--- src/rtl/uart_pkg.sv ---
// Shared UART definitions: arbiter state encoding, frame timing constants
// and the round-robin index helper used by the requester pickers.
package uart_pkg;

    typedef enum logic [1:0] {
        IDLE   = 2'd0,
        LAUNCH = 2'd1,
        WAIT   = 2'd2,
        DONE   = 2'd3
    } arb_state_t;

    localparam int UART_CLK_HZ       = 50_000_000;
    localparam int UART_BAUD         = 115_200;
    localparam int UART_CLKS_PER_BIT = UART_CLK_HZ / UART_BAUD;
    localparam int UART_FRAME_BITS   = 10;
    localparam int UART_FRAME_CLKS   = UART_CLKS_PER_BIT * UART_FRAME_BITS;

    // Position reached by stepping 'offset' places past 'base' on a ring of n.
    function automatic int rr_index(input int base, input int offset, input int n);
        return (base + offset) % n;
    endfunction

endpackage

--- src/rtl/uart_rr_picker.sv ---
// Combinational round-robin picker: first set request strictly after the
// last grant, wrapping; the last grant itself has lowest priority.
module uart_rr_picker
    import uart_pkg::*;
#(
    parameter int NUM_REQ = 4,
    parameter int IW      = $clog2(NUM_REQ)
) (
    input  logic [NUM_REQ-1:0] req_i,
    input  logic [IW-1:0]      last_i,
    output logic               found_o,
    output logic [IW-1:0]      winner_o
);

    logic [IW-1:0] idx;

    always_comb begin
        found_o  = 1'b0;
        winner_o = last_i;
        idx      = '0;
        for (int off = 1; off <= NUM_REQ; off++) begin
            idx = IW'(rr_index(int'(last_i), off, NUM_REQ));
            if (!found_o && req_i[idx]) begin
                found_o  = 1'b1;
                winner_o = idx;
            end
        end
    end

endmodule

--- src/rtl/uart_tx_arbiter.sv ---
// Round-robin sharing of one UART transmitter between NUM_REQ byte producers,
// with a watchdog that abandons a frame whose done pulse never arrives.
//
//   state  | meaning
//   IDLE   | arbitrate among pending requests, latch winner and its byte
//   LAUNCH | tx_start pulse to the transmitter, watchdog cleared
//   WAIT   | frame in flight; exit on tx_done or watchdog expiry
//   DONE   | ack pulse to the granted requester (also after a timeout)
module uart_tx_arbiter
    import uart_pkg::*;
#(
    parameter int NUM_REQ    = 4,
    parameter int DATA_WIDTH = 8,
    parameter int WDOG_WIDTH = 16,
    parameter int WDOG_TOP   = 5000
) (
    input  logic                          clk,
    input  logic                          rstn,
    input  logic [NUM_REQ-1:0]            req,
    input  logic [NUM_REQ*DATA_WIDTH-1:0] req_data,
    output logic [NUM_REQ-1:0]            req_ack,
    output logic                          tx_start,
    output logic [DATA_WIDTH-1:0]         tx_data,
    input  logic                          tx_done,
    output logic [$clog2(NUM_REQ)-1:0]    grant_id,
    output logic                          busy,
    output logic                          wdog_err
);

    localparam int                    IW        = $clog2(NUM_REQ);
    localparam logic [WDOG_WIDTH-1:0] WDOG_LAST = WDOG_WIDTH'(WDOG_TOP - 1);
    localparam logic [IW-1:0]         GRANT_RST = IW'(NUM_REQ - 1);
    localparam logic [NUM_REQ-1:0]    ACK_ONE   = {{(NUM_REQ-1){1'b0}}, 1'b1};

    arb_state_t              state_q;
    logic [IW-1:0]           grant_q;
    logic [DATA_WIDTH-1:0]   data_q;
    logic                    start_q;
    logic [NUM_REQ-1:0]      ack_q;
    logic                    busy_q;
    logic                    wdog_err_q;
    logic [WDOG_WIDTH-1:0]   wdog_q;
    logic [WDOG_WIDTH-1:0]   wdog_d;
    logic [NUM_REQ-1:0]      ack_d;

    logic                    pick_found;
    logic [IW-1:0]           pick_idx;
    logic [DATA_WIDTH-1:0]   pick_data;

    uart_rr_picker #(
        .NUM_REQ (NUM_REQ),
        .IW      (IW)
    ) u_picker (
        .req_i    (req),
        .last_i   (grant_q),
        .found_o  (pick_found),
        .winner_o (pick_idx)
    );

    always_comb begin
        pick_data = '0;
        for (int i = 0; i < NUM_REQ; i++) begin
            if (pick_idx == IW'(i)) begin
                pick_data = req_data[i*DATA_WIDTH +: DATA_WIDTH];
            end
        end
    end

    assign wdog_d = wdog_q + 1'b1;
    assign ack_d  = ACK_ONE << grant_q;

    // Pulse outputs default low every cycle; each state raises only its own.
    always_ff @(posedge clk or negedge rstn) begin
        if (!rstn) begin
            state_q    <= IDLE;
            grant_q    <= GRANT_RST;
            data_q     <= '0;
            start_q    <= 1'b0;
            ack_q      <= '0;
            busy_q     <= 1'b0;
            wdog_err_q <= 1'b0;
            wdog_q     <= '0;
        end else begin
            start_q    <= 1'b0;
            ack_q      <= '0;
            wdog_err_q <= 1'b0;
            case (state_q)
                IDLE: begin
                    if (pick_found) begin
                        grant_q <= pick_idx;
                        data_q  <= pick_data;
                        start_q <= 1'b1;
                        busy_q  <= 1'b1;
                        state_q <= LAUNCH;
                    end
                end
                LAUNCH: begin
                    wdog_q  <= '0;
                    state_q <= WAIT;
                end
                WAIT: begin
                    // tx_done is tested first so a coincident expiry never flags an error.
                    if (tx_done) begin
                        ack_q   <= ack_d;
                        state_q <= DONE;
                    end else if (wdog_q == WDOG_LAST) begin
                        ack_q      <= ack_d;
                        wdog_err_q <= 1'b1;
                        state_q    <= DONE;
                    end else begin
                        wdog_q <= wdog_d;
                    end
                end
                DONE: begin
                    busy_q  <= 1'b0;
                    state_q <= IDLE;
                end
                default: begin
                    busy_q  <= 1'b0;
                    state_q <= IDLE;
                end
            endcase
        end
    end

    assign req_ack  = ack_q;
    assign tx_start = start_q;
    assign tx_data  = data_q;
    assign grant_id = grant_q;
    assign busy     = busy_q;
    assign wdog_err = wdog_err_q;

endmodule

--- config.mk ---
export PLATFORM = sky130hd
export DESIGN_NAME = uart_tx_arbiter
export DESIGN_NICKNAME = d
export VERILOG_FILES = /design/src/rtl/uart_pkg.sv /design/src/rtl/uart_rr_picker.sv /design/src/rtl/uart_tx_arbiter.sv
export SDC_FILE = /design/constraint.sdc
export NUM_CORES = 1
export LEC_CHECK = 0
export ABC_CLOCK_PERIOD_IN_PS = 3500
export CORE_ASPECT_RATIO = 0.8
export CORE_MARGIN = 2
export CORE_UTILIZATION = 25
export CTS_CLUSTER_SIZE = 28
export DETAILED_ROUTE_END_ITERATION = 8
export PLACE_DENSITY_LB_ADDON = 0.1
export SYNTH_ARGS = -nofsm -noshare
export SYNTH_HDL_FRONTEND = slang
export SYNTH_SLANG_ARGS = --single-unit
--- constraint.sdc ---
create_clock -name clk -period 3.5 [get_ports clk]
set_input_delay 0.875 -clock clk [delete_from_list [all_inputs] [get_ports clk]]
set_output_delay 0.875 -clock clk [all_outputs]
set_load 0.1 [all_outputs]
==> results.toml <==
[critical_path]
cp_top_family = "buffers and inverters"
path_cells = "clkdlybuf4s50_1, mux4_1, nor4_2, or2b_4, nor3_4, buf_4, a221oi_2"
cp_max_fo = 8
path_buf_inv = 2
slowest_stage = "mux4_1"
cp.required_ns = 3.70
critical-path-max-stage-delay_ns = 0.60
end_kind = "register"
cp-start-kind = "input pin"
critPathKind = "in2reg"
arrival_ns = 3.14

[logic_synthesis]
synth_edf_count = 0
syn_area_per_cell_um2 = 10.8
syn-num-nets = 253
synthMuxAreaShare_pct = 13.6
synth_top_family_by_area = "simple AND/OR/NAND/NOR gates"
synth_seq_cells = 35
synth-seq-area-share_pct = 39.9
synthFlopType = "dfrtp_1"
yosysUniqueCellTypes = 44
ys_async_sr_fraction_pct = 100
synthCells = 204
synth_xor_area_share_pct = 6.42
syn-cell-area_mm2 = 0.00220
yosysWarnings = 0
synthSimpleGateAreaFrac_pct = 19.7
synth_compound_area_share_pct = 11.1
synth_fa_ha_area_share_pct = 5.68

[clocking]
cts_hold_buf = 0
numCtsBuffers = 5
cts_tree = "yes"
root_buffer = "clkbuf_8"
clock_latency_ns = 0.28
cts.path.max_buffers = 2
cts.repair.resized = 0
cts_setup_buffers = 0
clock_sinks = 35
h-tree-depth = 2
cts.clk_slew.worst_paths_ns = 0.07

[power_and_ir_drop]
p_comb_share_pct = 70.1
power_density_mw_per_mm2 = 986
clkPwrFrac_pct = 9.9
power_frac_seq_pct = 20.0
switchingPower_uw = 1490
switching_share_pct = 51.4
internal_power_uw = 1410
ir_worst_vdd_mv = 0.563
total_leakage_power_uw = 0.00129

[die]
rows = 30
die_h_um = 88.0
die-area_mm2 = 0.00959
io_pins = 56
die_w_um = 109
initial_core_util_pct = 25.9
core_area_mm2 = 0.00852

[global_route]
grt_pass1_wl_um = 8780
antenna_found_initial = 0
grt_max_degree = 36
grtUsageTotal_pct = 12.0
overflow = 0
grt_pass1_vias = 1662

[drt]
drt-met1-wl_um = 2880
wl_met3_um = 435
final_antenna_net_count = 0
drc = 0
viasPerCell = 4.50
wl_per_cell_um = 14.3
routed_wl_um = 5440
wl_met2_um = 2050
top_layer = "met4"
firstDrtPassIters = 4
vias = 1713
drt_first_iter_violations = 75

[timing]
hold_viol_final = 0
fmax_mhz = 340
slew_violations = 0
setup-violations-final = 0
clock_skew_ns = 0.00684
fin_hold_ws_ns = 0.562
fin_crit_ns = 2.94
slew_headroom_pct = 45.3
rsz0062_at_grt = "false"
finalSetupTns_ns = 0
period_share_pct = 84.1
worst_pin_slew_ns = 0.820

[status]
outcome = "finished clean"

[cells_and_area]
num-nets-final = 317
num-fill-cells = 880
n_antenna_cell = 0
multi_input_area_mm2 = 0.00125
layout-drive-gt1-share_pct = 19.0
fin_util_pct = 34.6
syn_to_final_growth_pct = 33.7
register_area_um2 = 878

[worst_hold_path]
hp-class = "reg2reg"

[job]
cap_viol_max_count = 0

[placement]
detailedPlacementHpwl_um = 4110
io_buffer_count = 55
place_congestion = 0.705
-- tightest hold or removal path: stages (launching register included) --
cell and delay, ns:
dfrtp_1 0.38, xor2_1 0.07, nor2_1 0.08
-- stage by stage --
step	cell area, um2	setup WS [ns]	total power (uW)	cells
3_5_place_dp	2870	0.255	2660	373
3_3_place_gp	2870	0.297	2660	373
2_1_floorplan	2200	0.430	2220	204
5_1_grt	2950	0.420	3120	381
4_1_cts	2950	0.555	2960	381
6_report	2950	0.556	2910	381
-- cells in the final DEF, fill, tap and decap left out, types with 2 or more instances in the layout --
master and instances:
a21oi_1 5, a221oi_2 8, and2_1 6, and3_1 2, and4_1 3, buf_4 22
clkbuf_1 2, clkbuf_8 5, clkdlybuf4s50_1 37, dfrtp_1 33, dfstp_2 2, ha_1 10
inv_1 9, mux2_2 2, mux2i_1 18, mux4_1 2, mux4_2 2, nand2_1 10
nand2b_1 4, nand3_1 8, nand4_1 4, nor2_1 29, nor2b_1 3, nor4b_1 2
o21ai_0 6, or3_1 2, xnor2_1 9, xor2_1 4
-- cell type report --
type                            instances  area share [%]
Clock buffer                            7            2.59
Clock inverter                          1           0.170
Inverter                               10            1.36
Multi-Input combinational cell        155            42.3
Sequential cell                        35            29.8
Tap cell                              112            4.76
Timing Repair Buffer                   61            19.0
-- state kept, by name (all words and copies together), names as in the netlist --
name / flops
state_q: 2
tx_start: 1
wdog_q: 16
tx_data: 8
req_ack: 4
busy: 1
grant_id: 2
wdog_err: 1
-- cell usage after synthesis (3+ instances only) --
master / count / area share [%]
and4_1: 3 / 1.2
ha_1: 10 / 5.7
nor2b_1: 3 / 0.85
nand3_1: 8 / 1.8
nand2b_1: 4 / 1.1
a221oi_2: 8 / 5.5
a21oi_1: 5 / 1.1
mux2i_1: 18 / 8.2
dfrtp_1: 33 / 37
xnor2_1: 9 / 3.6
nand2_1: 10 / 1.7
and2_1: 6 / 1.7
xor2_1: 4 / 1.6
nand4_1: 4 / 1.1
inv_1: 9 / 1.5
nor2_1: 29 / 4.9
o21ai_0: 6 / 1.4
-- layer usage --
layer  global-route usage (%)  vias to the layer above
met1                     17.8                      792
met3                     3.50                        7
met4                     3.85                        0
li1                         -                      860
met5                        0                        -
met2                     16.5                       54
-- path summary, 6_finish.rpt --
path	start	endpoint	slack, ns	depth (start not counted)
min in group asynchronous	rstn	wdog_q[2]	0.68	1
min	wdog_q[15]	wdog_q[15]	0.56	2
max	req[1]	tx_data[6]	0.56	7
min reg2reg	wdog_q[15]	wdog_q[15]	0.56	2
max in group asynchronous	rstn	busy	2.30	1
max reg2reg	grant_id[0]	tx_data[6]	0.80	8
-- kinds of logic (layout without fill, tap and decap cells) --
logic type,count (synthesis),after routing
adder cells (fa/ha/maj),10,10
AND/OR/NAND/NOR,80,80
multiplexers,24,24
flip-flops,35,35
AO/OA/AOI/OAI,27,27
buffers and inverters,14,79
XOR/XNOR,14,14
-- power by group through the flow --
stage / Sequential, uW / Combinational, uW / Clock, uW
2_1_floorplan: 1130 / 1090 / 0
3_3_place_gp: 589 / 2070 / 0
3_5_place_dp: 591 / 2070 / 0
4_1_cts: 583 / 2070 / 301
5_1_grt: 597 / 2200 / 319
6_report: 581 / 2040 / 287
(Power assumes the default switching activity.)
==> RTL edit 1: new RTL, same settings <==
`NUM_REQ` is set to 4 in 2 places; all go to 8.
--- a/src/rtl/uart_rr_picker.sv
+++ b/src/rtl/uart_rr_picker.sv
@@ -3,7 +3,7 @@
 module uart_rr_picker
     import uart_pkg::*;
 #(
-    parameter int NUM_REQ = 4,
+    parameter int NUM_REQ = 8,
     parameter int IW      = $clog2(NUM_REQ)
 ) (
     input  logic [NUM_REQ-1:0] req_i,
--- a/src/rtl/uart_tx_arbiter.sv
+++ b/src/rtl/uart_tx_arbiter.sv
@@ -9,7 +9,7 @@
 module uart_tx_arbiter
     import uart_pkg::*;
 #(
-    parameter int NUM_REQ    = 4,
+    parameter int NUM_REQ    = 8,
     parameter int DATA_WIDTH = 8,
     parameter int WDOG_WIDTH = 16,
     parameter int WDOG_TOP   = 5000
Interface: changed (resized grant_id, req, req_ack and req_data); port bits go from 56 to 97. No check against the original RTL was run, so the function may have changed too.
==> RTL edit 1 against the unedited design <==
Setup slack got worse by 0.53 ns. Area after synthesis grew 57%. Final cell count is 88% higher. Sequential cell count grew 5. Design area up 86%. First-iteration DRC count increased by 140%. Core utilization grew 6.0 points. Count of clock-buffer cells in the layout did not move. Hold slack got worse by 0.081 ns. Routed wire length grew 110%. Critical path type is now reg2reg. Largest cell class unchanged.
Power is left out: the tool's default activity adds up to more than one toggle a clock period on the data nets, which glitch-free logic cannot reach.
==> RTL edit 1: results <==
[route]
wl_met2_mm = 5.34
drtIter0Drc = 180
drt_wl_total_mm = 11.3
vias_per_cell = 4.84
drt-met1-wl_mm = 5.31
vias = 3464
first_pass_iters = 5
wl_met3_um = 619

[critical_path]
cp-start-kind = flop
slowest_delay_ns = 0.63
reg2reg_to = tx_data[7]
critPathLaunch = grant_id[0]
timing.reg2reg.worst_path_depth = 13
worst_path_max_delay_cell = dfstp_4
crit_family = compound AO/OA/AOI/OAI gates
cp.arrival_ns = 3.63
reg2reg_setup_slack_ns = 0.02

[timing]
tightest_slew_ns = 0.924
clock_skew_ns = 0.00724
fmaxAchievable_ghz = 0.288
timing.hold.ws_ns = 0.482

[clocking]
cts_root_buf = clkbuf_16
cts_buffers = 5
clock_sinks = 40

[layout]
drive_gt1_share_pct = 32.3
buffers = 174
final_core_util_pct = 40.5
n_fill_cell = 1339
nNetsFinal = 624
multi_input_area_share_pct = 46.0
inverters = 8
clk_share_pct = 2.51
seq_share_pct = 18.4
multi_input_gates = 306
buf_share_pct = 28.3

[global_routing]
grt_use_total_pct = 15.1
grt_first_pass_wirelength_mm = 17.9
grt_use_met1_pct = 21.3
gr-usage-met3_pct = 2.42
grt_max_degree = 41
use_met2_pct = 24.7

[synth]
synth_common_cells = dfrtp_1 (37), nand2_1 (32), nand3_1 (29)
ys_types = 62
syn_inst = 369
synthFlopType = dfrtp_1
synth_area_leaders = dfrtp_1 (27%), mux2i_1 (7.5%), mux4_2 (5.2%), ha_1 (5.1%), nand3_1 (4.2%)
syn_nets = 458
yosysWarnings = 0
ys_seq_area_share_pct = 29.1

[placement]
gp_congestion = 0.807
pre_cts_ws_ns = -0.538
placed_area_um2 = 5020
post-dp-hpwl_mm = 8.78
numPortBuffers = 96
dp.cells = 694

[min_path]
holdPathStages = 1

[floorplanning]
coreArea_um2 = 13600

[status]
status = finished clean
[RTL edit 1: changes by cell type after synthesis, moves of 7 or more]
cell / unedited run / this run
a221oi_2: 8 / 0
mux2_2: 2 / 9
xnor2_1: 9 / 1
o211ai_1: 0 / 9
nand2_1: 10 / 32
mux2i_1: 18 / 26
a21oi_1: 5 / 17
nand3_1: 8 / 29
o32ai_1: 0 / 8
and3_1: 2 / 11
nand4_1: 4 / 12
a211oi_1: 0 / 8
o21ai_0: 6 / 25
[RTL edit 1: what timing repair did]
action | 4_1_cts | 5_1_grt
setup buffers | 7 | 4
setup endpoints to repair | 8 | 8
resized for setup | 26 | 29
pin swaps | 4 | 9
cloned | 2 | 1
[RTL edit 1: logic make-up after synthesis]
family,after synthesis,share of synthesized area (%)
adders and majority gates,14,5.07
buffers and inverters,24,3.70
AOI/OAI and AO/OA,92,18.6
xor gates and xnor gates,10,2.75
muxes,49,19.1
and+or+nand+nor,140,21.7
DFF,40,29.1
==> RTL edit 2: new RTL, same settings <==
Without the edit above. Encoding of `arb_state_t`: now one-hot (4 bits for 4 states).
--- a/src/rtl/uart_pkg.sv
+++ b/src/rtl/uart_pkg.sv
@@ -2,11 +2,11 @@
 // and the round-robin index helper used by the requester pickers.
 package uart_pkg;
 
-    typedef enum logic [1:0] {
-        IDLE   = 2'd0,
-        LAUNCH = 2'd1,
-        WAIT   = 2'd2,
-        DONE   = 2'd3
+    typedef enum logic [3:0] {
+        IDLE   = 4'b0001,
+        LAUNCH = 4'b0010,
+        WAIT   = 4'b0100,
+        DONE   = 4'b1000
     } arb_state_t;
 
     localparam int UART_CLK_HZ       = 50_000_000;
Formal check against the unedited RTL: same outputs for any inputs over 10 cycles, from zero or initial values and one cycle with rstn low; not proved beyond that.
==> RTL edit 2 against the unedited design <==
Routed wire length is 14% higher. First-iteration DRC count up 4.0%. Die area fell by 1.0%. Area after synthesis down 1.1%. Sequential cell count up 2. Setup slack better by 0.069 ns. Design area shrank 1.5%. Total power down 16%. Largest power group unchanged.
==> RTL edit 2: results <==
[critical_path]
cp.arrival_ns = 3.06
slowest_delay_ns = 0.72
crit_family = compound AO/OA/AOI/OAI gates
crit_fanout = 16
worst_path_max_delay_cell = dfstp_2

[clocking]
htreeDepth = 2
cts_buffers = 5
ctsResizeCount = 0
clk_latency_ns = 0.29
cts_buffer_depth = 2
clkTransAtPathRegs_ns = 0.09
cts_setup_buffers = 0

[synth]
synthXorXnorAreaFrac_pct = 3.21
synth_common_cells = dfrtp_1 (34), nor2_1 (18), nor4_1 (18)
synth.area.mux_share_pct = 3.85
synth_compound_area_share_pct = 16.9
yosysWarnings = 0
syn_inst = 232
ys_types = 50
synthFlopType = dfrtp_1
ys_seq_area_share_pct = 42.7
synthAdderAreaFrac_pct = 2.87
async_reset_ff_share_pct = 100
syn_nets = 276
synth_area_leaders = dfrtp_1 (39%), nor4_1 (5.2%), dfstp_2 (3.6%), nor2_1 (3.1%), ha_1 (2.9%)

[global_routing]
grt_max_degree = 38
grt_use_total_pct = 13.6
grt_pass1_vias = 1917
grt_first_pass_wirelength_mm = 9.91
antenna_found_initial = 0

[timing]
clock_skew_ns = 0.0118
tightest_slew_ns = 0.902

[power]
sw_frac_of_total_pct = 54.1
clk-power_w = 0.000301
comb-power_w = 0.00148
ir_drop_mv = 0.562
switchingPower_w = 0.00132
p_leak_nw = 1.16

[layout]
n_fill_cell = 926
drive_gt1_share_pct = 14.5
nNetsFinal = 333
fin_cells = 402
antenna_cells = 0
regMostFlops = wdog_q
largest_reg_flops = 16

[route]
drc_errors = 0
drt_wl_total_mm = 6.22
drtIter0Drc = 78
vias = 1955
first_pass_iters = 4

[placement]
placed_area_um2 = 2820
post-dp-hpwl_mm = 4.53
numPortBuffers = 55
dp.cells = 394
gp_congestion = 0.807
pre_cts_ws_ns = 0.421

[status]
status = finished clean

[min_path]
hp-class = reg2reg
## RTL edit 2: path summary, 6_finish.rpt
check	startpoint	end	slack, ns	cells after the start
max	grant_id[0]	tx_data[3]	0.62	8
min	tx_data[6]	tx_data[6]	0.50	2
max reg2reg	grant_id[0]	tx_data[3]	0.62	8
min reg2reg	tx_data[6]	tx_data[6]	0.50	2
max in group asynchronous	rstn	tx_start	2.23	1
min in group asynchronous	rstn	state_q[3]	0.71	1
## RTL edit 2: layout make-up
type                       instances  area, um^2  area share, %
clock inverter                     2        10.0          0.345
timing repair buffer              60         541           18.6
multi-input combinational        171        1160           39.8
tap                              112         140           4.83
inverter                          14        52.6           1.81
sequential                        37         930           32.0
clock buffer                       6        72.6           2.50
## RTL edit 2: per-layer routing
layer  track usage (%)  vias to the layer above  part of all wire [%]  wire length (um)
met4              3.61                        0                   1.3                80
met1              20.7                      930                    53              3290
met3              2.92                        7                   4.1               258
met2              19.2                       37                    42              2600
met5                 0                        -                     0                 0
li1                  -                      981                     -                 -
